==> src/rtl/sys_throttle_pkg.sv <==
// Shared definitions for the system throttle controller: FSM encodings,
// source bit positions, default parameter values and a counter-width helper.
package sys_throttle_pkg;

  typedef enum logic [1:0] {
    ST_IDLE    = 2'd0,
    ST_ASSERT  = 2'd1,
    ST_STRETCH = 2'd2
  } throttleStateE;

  localparam int SRC_PCH = 0;
  localparam int SRC_PMB = 1;

  localparam int DEF_SYNC_STAGES    = 2;
  localparam int DEF_FILT_CYC       = 4;
  localparam int DEF_MIN_ASSERT_CYC = 1000;
  localparam int DEF_CNT_W          = 8;

  // Bits needed to hold values 0..maxVal, never less than one bit.
  function automatic int cntWidth(input int maxVal);
    return (maxVal < 2) ? 1 : $clog2(maxVal + 1);
  endfunction

endpackage

==> src/rtl/throttle_glitch_filter.sv <==
// Level filter: the output follows the raw input only after the input has
// held the opposite value for FILT_CYC consecutive cycles.
module throttle_glitch_filter
  import sys_throttle_pkg::*;
#(
  parameter int FILT_CYC = DEF_FILT_CYC
) (
  input  logic iClk,
  input  logic iRst,
  input  logic iRaw,
  output logic oLevel
);

  localparam int CW = cntWidth(FILT_CYC);
  localparam logic [CW-1:0] LAST_CNT = CW'(FILT_CYC - 1);

  logic [CW-1:0] r_cnt;
  logic          r_level;

  // Any cycle where the raw level agrees with the output restarts the count.
  always_ff @(posedge iClk or posedge iRst) begin
    if (iRst) begin
      r_level <= 1'b0;
      r_cnt   <= '0;
    end else if (iRaw == r_level) begin
      r_cnt <= '0;
    end else if (r_cnt == LAST_CNT) begin
      r_level <= iRaw;
      r_cnt   <= '0;
    end else begin
      r_cnt <= r_cnt + CW'(1);
    end
  end

  assign oLevel = r_level;

endmodule

==> src/rtl/sys_throttle_ctrl.sv <==
// Drives FM_SYS_THROTTLE_N from the PCH throttle request and the enabled PDB
// PMBus alert, with a minimum low width and source/event readout.
module sys_throttle_ctrl
  import sys_throttle_pkg::*;
#(
  parameter int SYNC_STAGES    = DEF_SYNC_STAGES,
  parameter int FILT_CYC       = DEF_FILT_CYC,
  parameter int MIN_ASSERT_CYC = DEF_MIN_ASSERT_CYC,
  parameter int CNT_W          = DEF_CNT_W
) (
  input  logic             iClk,
  input  logic             iRst,
  input  logic             iFmThrottle_n,
  input  logic             iIrqSml1PmbusAlert_n,
  input  logic             iFmPmbusAlertBEna,
  input  logic             iEventClr,
  output logic             oFmSysThrottle_n,
  output logic [1:0]       oThrottleSrc,
  output logic [1:0]       oFirstSrc,
  output logic [CNT_W-1:0] oEventCnt
);

  localparam int HOLD_W = cntWidth(MIN_ASSERT_CYC);
  localparam logic [HOLD_W-1:0] HOLD_MAX = HOLD_W'(MIN_ASSERT_CYC);

  logic [SYNC_STAGES-1:0] r_thrSync;
  logic [SYNC_STAGES-1:0] r_alertSync;
  logic [SYNC_STAGES-1:0] r_enaSync;

  logic        w_srcPch;
  logic        w_pmbRaw;
  logic        w_srcPmb;
  logic        w_anySrc;
  logic [1:0]  w_srcNow;
  logic        w_holdMet;
  logic        w_entry;
  logic        w_evtSat;

  throttleStateE     r_state;
  throttleStateE     w_nextState;
  logic [HOLD_W-1:0] r_holdCnt;
  logic              r_throttle_n;
  logic [1:0]        r_throttleSrc;
  logic [1:0]        r_firstSrc;
  logic [CNT_W-1:0]  r_eventCnt;

  // Active-low inputs reset to their idle level of 1 so reset never looks like a request.
  always_ff @(posedge iClk or posedge iRst) begin
    if (iRst) begin
      r_thrSync   <= '1;
      r_alertSync <= '1;
      r_enaSync   <= '0;
    end else begin
      r_thrSync[0]   <= iFmThrottle_n;
      r_alertSync[0] <= iIrqSml1PmbusAlert_n;
      r_enaSync[0]   <= iFmPmbusAlertBEna;
      for (int i = 1; i < SYNC_STAGES; i++) begin
        r_thrSync[i]   <= r_thrSync[i-1];
        r_alertSync[i] <= r_alertSync[i-1];
        r_enaSync[i]   <= r_enaSync[i-1];
      end
    end
  end

  assign w_srcPch = ~r_thrSync[SYNC_STAGES-1];
  assign w_pmbRaw = ~r_alertSync[SYNC_STAGES-1] & r_enaSync[SYNC_STAGES-1];

  throttle_glitch_filter #(
    .FILT_CYC (FILT_CYC)
  ) u_pmbFilter (
    .iClk   (iClk),
    .iRst   (iRst),
    .iRaw   (w_pmbRaw),
    .oLevel (w_srcPmb)
  );

  always_comb begin
    w_srcNow          = 2'b00;
    w_srcNow[SRC_PCH] = w_srcPch;
    w_srcNow[SRC_PMB] = w_srcPmb;
  end

  assign w_anySrc  = w_srcPch | w_srcPmb;
  assign w_holdMet = (r_holdCnt >= HOLD_MAX);
  assign w_evtSat  = &r_eventCnt;

  always_ff @(posedge iClk or posedge iRst) begin
    if (iRst) begin
      r_state <= ST_IDLE;
    end else begin
      r_state <= w_nextState;
    end
  end

  // STRETCH keeps the output low after the sources vanish until the hold count is met.
  always_comb begin
    w_nextState = r_state;
    w_entry     = 1'b0;
    case (r_state)
      ST_IDLE: begin
        if (w_anySrc) begin
          w_nextState = ST_ASSERT;
          w_entry     = 1'b1;
        end
      end
      ST_ASSERT: begin
        if (!w_anySrc) begin
          w_nextState = w_holdMet ? ST_IDLE : ST_STRETCH;
        end
      end
      ST_STRETCH: begin
        if (w_anySrc) begin
          w_nextState = ST_ASSERT;
        end else if (w_holdMet) begin
          w_nextState = ST_IDLE;
        end
      end
      default: begin
        w_nextState = ST_IDLE;
      end
    endcase
  end

  always_ff @(posedge iClk or posedge iRst) begin
    if (iRst) begin
      r_holdCnt <= '0;
    end else if (w_entry) begin
      r_holdCnt <= HOLD_W'(1);
    end else if (w_nextState == ST_IDLE) begin
      r_holdCnt <= '0;
    end else if (!w_holdMet) begin
      r_holdCnt <= r_holdCnt + HOLD_W'(1);
    end
  end

  always_ff @(posedge iClk or posedge iRst) begin
    if (iRst) begin
      r_throttle_n  <= 1'b1;
      r_throttleSrc <= 2'b00;
      r_firstSrc    <= 2'b00;
    end else begin
      r_throttle_n  <= (w_nextState == ST_IDLE);
      r_throttleSrc <= w_srcNow;
      if (w_entry) begin
        r_firstSrc <= w_srcNow;
      end
    end
  end

  // A clear that coincides with a new episode still counts that episode.
  always_ff @(posedge iClk or posedge iRst) begin
    if (iRst) begin
      r_eventCnt <= '0;
    end else if (iEventClr) begin
      r_eventCnt <= w_entry ? CNT_W'(1) : '0;
    end else if (w_entry && !w_evtSat) begin
      r_eventCnt <= r_eventCnt + CNT_W'(1);
    end
  end

  assign oFmSysThrottle_n = r_throttle_n;
  assign oThrottleSrc     = r_throttleSrc;
  assign oFirstSrc        = r_firstSrc;
  assign oEventCnt        = r_eventCnt;

endmodule

==> config.mk <==
export PLATFORM = sky130hd
export DESIGN_NAME = sys_throttle_ctrl
export DESIGN_NICKNAME = d
export VERILOG_FILES = /design/src/rtl/sys_throttle_pkg.sv /design/src/rtl/throttle_glitch_filter.sv /design/src/rtl/sys_throttle_ctrl.sv
export SDC_FILE = /design/constraint.sdc
export NUM_CORES = 1
export LEC_CHECK = 0
export BUFFER_PORTS_ARGS = -buffer_cell sky130_fd_sc_hd__buf_2
export CORE_MARGIN = 5
export CORE_UTILIZATION = 51
export CTS_CLUSTER_SIZE = 10
export DETAILED_ROUTE_END_ITERATION = 16
export GPL_TIMING_DRIVEN = 0
export MAX_ROUTING_LAYER = met4
export PLACE_DENSITY = 0.72
export SLEW_MARGIN = 10
export SYNTH_ARGS = -nofsm -noshare
export SYNTH_HDL_FRONTEND = slang
export SYNTH_SLANG_ARGS = --single-unit
==> constraint.sdc <==
create_clock -name iClk -period 1.6 [get_ports iClk]
set_clock_uncertainty 0.2 [all_clocks]
set_input_delay 0.08 -clock iClk [delete_from_list [all_inputs] [get_ports iClk]]
set_output_delay 0.08 -clock iClk [all_outputs]
set_load 0.05 [all_outputs]
* Word level (Yosys, flattened, before mapping)
Index checks and enable logic that the tools add are counted. Widths: inputs -> output; s select.
Storage, ports and cells: register bits 35, latch bits 0, bits in writable memories 0, ROM bits 0, input port bits 6, output and inout port bits 13, word-level logic and storage cells 48, memories kept 0
Cells by class: add/sub/neg operators 3, multiply operators 0, div/mod/pow operators 0, $lt $le $gt $ge 1, equality and inequality tests 5, shifts and indexed selects 0, muxes and demuxes 16, bitwise gates (word level) 5, reductions and logical operators 7
Operators by type and width (count):
- $mux 10 | 3
- $mux 8 | 2
- $add 10x1->10 const B | 1
- $ge 10x10->1 const B | 1
- $mux 2 | 5
- $add 8x1->8 const B | 1
- $reduce_and 8->1 | 1
- $mux 3 | 2
- $pmux 2 s3 | 1
- $logic_not 2->1 | 2
- $add 3x1->3 const B | 1
- $eq 3x2->1 const B | 1
- $mux 1 | 3
- $ne 3x1->1 const B | 1
- $not 1->1 | 3
- $eq 2x1->1 const B | 1
- $eq 2x2->1 const B | 1
- $reduce_and 2->1 | 1
- $reduce_bool 2->1 | 1
- $and 1x1->1 | 1
- $eq 1x1->1 | 1
- $logic_and 1x1->1 | 1
- $logic_not 1->1 | 1
- $or 1x1->1 | 1

* Logic depth before layout (Yosys ltp)
word-level depth 7, gate-level depth with buffers 6

* By module
From an unflattened synthesis, not the netlist that was laid out.
Unflattened totals: cells, all modules 139, area, all modules 1550.2 um2
By module, submodules not included:
- sys_throttle_ctrl | times used 1, cells each 127, area an instance 1380.1 um2, sequential area each 782.0 um2
- throttle_glitch_filter | times used 1, cells each 12, area an instance 170.2 um2, sequential area each 100.1 um2

* Least setup slack after synthesis
No wires, ideal clock.
kind reg2reg, from reg r_eventCnt[0], in the netlist oEventCnt[0], to reg r_eventCnt[2], in the netlist oEventCnt[2], setup time 0.078 ns, data arrival time 1.664 ns, required time 1.322 ns, slack -0.341 ns, cell stages (with the launch flop) 7, path buffers 1, cell sequence dfrtp_1 -> ha_1 -> nand3_1 -> o211ai_2 -> buf_6 -> or3_1 -> a21oi_1
Between the ends: word-level cells in the longest chain between the ends 4, elaborated cells on any way between the ends 7, classes of those cells 1 x add/sub; 2 x mux; 4 x reduce/logical
Ends and longest elaborated chain:
- start, declared | RTL line sys_throttle_ctrl.sv:45 | logic [CNT_W-1:0] r_eventCnt;
- start signal, assigned | RTL line sys_throttle_ctrl.sv:155 | r_eventCnt <= w_entry ? CNT_W'(1) : '0;
- start signal, assigned | RTL line sys_throttle_ctrl.sv:157 | r_eventCnt <= r_eventCnt + CNT_W'(1);
- branches (longest 4 deep; another with $add 8x1->8)
Parallel ways; which one is timed is not known. The select of a mux whose other input is x is not followed. A chain may end at the register's enable or synchronous reset.

* Worst setup path after layout
from reg r_eventCnt[1], in the netlist oEventCnt[1], to reg r_eventCnt[3], in the netlist oEventCnt[3]
The elaborated chain is that of the path after synthesis.

==> qor.txt <==
status -> finished, violations left
failing checks -> negative setup slack
asr flop ratio synth -> 100%
post-route ant nets -> 0
TritonCTS Buffers -> 5
Worst Hold Margin -> 0.162 ns
global-route wire length before repair -> 5.26 mm
part of the cycle the worst path needs -> 104%
worst-case reg-to-reg path depth -> 6
GP Congestion -> 0.753
Post-Syn Area per Cell -> 10.9 um2
Slew @ Worst Pin -> 0.695 ns
Worst Path Max Fanout -> 5
total congestion overflow -> 0
row count -> 20
Die Y -> 65.7 um
critical setup path kind -> register to register
Pre-antenna DRT Iters -> 4
hpwl dp -> 1.91 mm
met1 GRT Util -> 21.5%
post-synth top area share -> 47.5%
post-synthesis register bit count -> 35
vias in the first global route -> 1,143
area grow syn2layout -> 28.5%
Final setup violation count -> 6
required time of the critical path -> 1.67 ns
Tot GR Track Use -> 16.6%
Skew-Pair Late Insertion Delay -> 0.35 ns
initial antenna violation count -> 0
most used routing layer in global routing -> met2
Vias per Instance -> 5.60
Max clock buf depth -> 2
H-Tree Level Count -> 2
Final Max Tran Viols -> 0
post-route cell area -> 0.00203 mm2
WP data arrival -> 1.73 ns
DP Area -> 0.00173 mm2
utilization after layout -> 67.6%
internal reg-to-reg setup slack -> -0.06 ns
count leader, synth -> dfrtp_1
total power -> 3.02 mW
relative slew slack -> 53.6%
share of cells above drive strength 1 -> 38.9%
EDFF count, synth -> 0
CP startpoint -> oEventCnt[1]$_DFFE_PP0P_
clock-pin slew on the worst setup and hold paths -> 0.11 ns
worst reg2reg startpoint -> oEventCnt[1]$_DFFE_PP0P_
clk root buf -> clkbuf_4
Clock Sinks -> 35
IO Pins -> 19
GR Util met2 -> 23.9%
Peak Freq -> 602 MHz
Yosys top cell by area -> dfrtp_1
total via count in the routed design -> 1,221
area of the mapped netlist -> 0.00158 mm2
CP Capture Type -> register
DRC -> 0
Synth area leaders -> dfrtp_1, dfstp_2, a21oi_1
prevailing post-synth register cell -> dfrtp_1
Post-Syn Nets -> 155
Final #Nets -> 194
die area -> 0.00431 mm2
yosys warns -> 0
core area -> 0.00300 mm2
Hold Crit Start -> r_enaSync[0]$_DFF_PP0_
Post-Syn Instances -> 145
violation count after the first detailed-route iteration -> 37
final hold viol count -> 0
largest net degree at the start of global routing -> 36
CTS tree -> done
post-route minimum period -> 1.66 ns
Power Density -> 1490 mW/mm2
hold crit path type -> register to register
Pleak -> 0.874 nW
DR WL/cell -> 14.6 um
drt total wl -> 3.17 mm
IR Drop Worst-Case VDD -> 686 uV
port bufs -> 17
met3 Use GR -> 4.27%
synth unique cells -> 38
RSZ-0062 raised after global routing -> yes
worst setup margin -> -0.0609 ns
most frequent cells after synthesis -> dfrtp_1, nor2_1, a21oi_1, nand2_1, o21ai_0
Max Cap Violations -> 0
die extent in x -> 65.7 um
sequential fraction of the synthesis area -> 55.8%
startpoint types -> register
Min-Delay Path Depth -> 0
R2R Path End -> oEventCnt[3]$_DFFE_PP0P_
Hold Path Sink -> r_enaSync[1]$_DFF_PP0_
ant diodes -> 0
Initial Util -> 52.6%
worst max-delay path, stage by stage, from the launching register on:
cell      delay (ns)
dfrtp_2         0.45
ha_4            0.17
nand3_2         0.08
o211ai_4        0.11
buf_6           0.14
or3_1           0.30
a21oi_1         0.14
flip-flops by register name (all words and copies together), names as in the netlist:
| register | cells |
|---|---|
| r_holdCnt | 10 |
| oFirstSrc | 2 |
| oFmSysThrottle_n | 1 |
| r_thrSync | 2 |
| oEventCnt | 8 |
| r_alertSync | 2 |
| u_pmbFilter.oLevel | 1 |
| r_state | 2 |
| r_enaSync | 2 |
| oThrottleSrc | 2 |
| u_pmbFilter.r_cnt | 3 |
timing repair:
action / 4_1_cts / 5_1_grt
gates cloned: 1 / 1
hold buffers: 4 / 1
setup endpoints to repair: 17 / 18
gates resized for setup: 5 / 15
hold endpoints to repair: 41 / 30
pin swaps: 7 / 10
buffers inserted: 7 / 1
report_power, final:
group / internal (mW) / switching, mW
clock: 0.486 / 0.314
sequential: 1.06 / 0.175
combinational: 0.386 / 0.598
cells in the final DEF, fill, tap and decap left out, types with 3 or more instances in the layout:
| cell type | n |
|---|---|
| o21ai_0 | 8 |
| nand3_1 | 5 |
| buf_6 | 4 |
| clkbuf_4 | 5 |
| mux2i_1 | 4 |
| nor2_4 | 3 |
| or3_1 | 5 |
| o31ai_1 | 3 |
| buf_2 | 17 |
| a21oi_1 | 10 |
| nor2_1 | 12 |
| inv_1 | 6 |
| nand4_1 | 4 |
| dfstp_2 | 5 |
| dfrtp_1 | 17 |
| buf_4 | 7 |
| dlygate4sd3_1 | 5 |
| dfrtp_2 | 13 |
| nand2_1 | 11 |
cell type report:
| type | instances | area, um2 |
|---|---|---|
| buffer | 3 | 26.3 |
| clock buffer | 5 | 37.5 |
| clock inverter | 3 | 67.6 |
| fill | 237 | 972 |
| inverter | 7 | 26.3 |
| multi-input combinational | 101 | 723 |
| sequential | 35 | 898 |
| tap | 33 | 41.3 |
| timing repair buffer | 31 | 210 |
worst max path at each step:
stage | cells after the start | slack (ns) | end
after floorplan | 6 | -0.14 | oEventCnt[2]$_DFFE_PP0P_
after global placement | 5 | -0.10 | r_holdCnt[5]$_DFFE_PP0P_
after detailed placement | 5 | -0.17 | r_holdCnt[5]$_DFFE_PP0P_
after CTS | 6 | -0.05 | oEventCnt[3]$_DFFE_PP0P_
after global routing | 6 | -0.14 | oEventCnt[3]$_DFFE_PP0P_
final | 6 | -0.06 | oEventCnt[3]$_DFFE_PP0P_
cell families after synthesis:
| kind of cell | Yosys count | share of synthesized area, % |
|---|---|---|
| XOR/XNOR | 4 | 2.22 |
| AO/OA/AOI/OAI | 30 | 12.8 |
| multiplexers | 5 | 3.25 |
| adder cells (fa/ha/maj) | 4 | 3.17 |
| AND/OR/NAND/NOR | 57 | 19.6 |
| flip-flops | 35 | 55.8 |
| buffers and inverters | 10 | 3.09 |
through the flow:
stage | std cells | worst slack [ns] | TNS (ns)
floorplan | 145 | -0.143 | -0.722
global placement | 195 | -0.104 | -1.11
detailed placement | 195 | -0.169 | -1.85
CTS | 215 | -0.0493 | -0.130
global route | 218 | -0.143 | -0.986
finish | 218 | -0.0609 | -0.229
per-layer routing:
layer	vias to the layer above	part of all wire (%)
met5	-	0
met4	0	2.9
met3	11	3.8
met2	33	48
met1	582	45
li1	595	-
No activity file was read; power rests on OpenSTA's default activity.
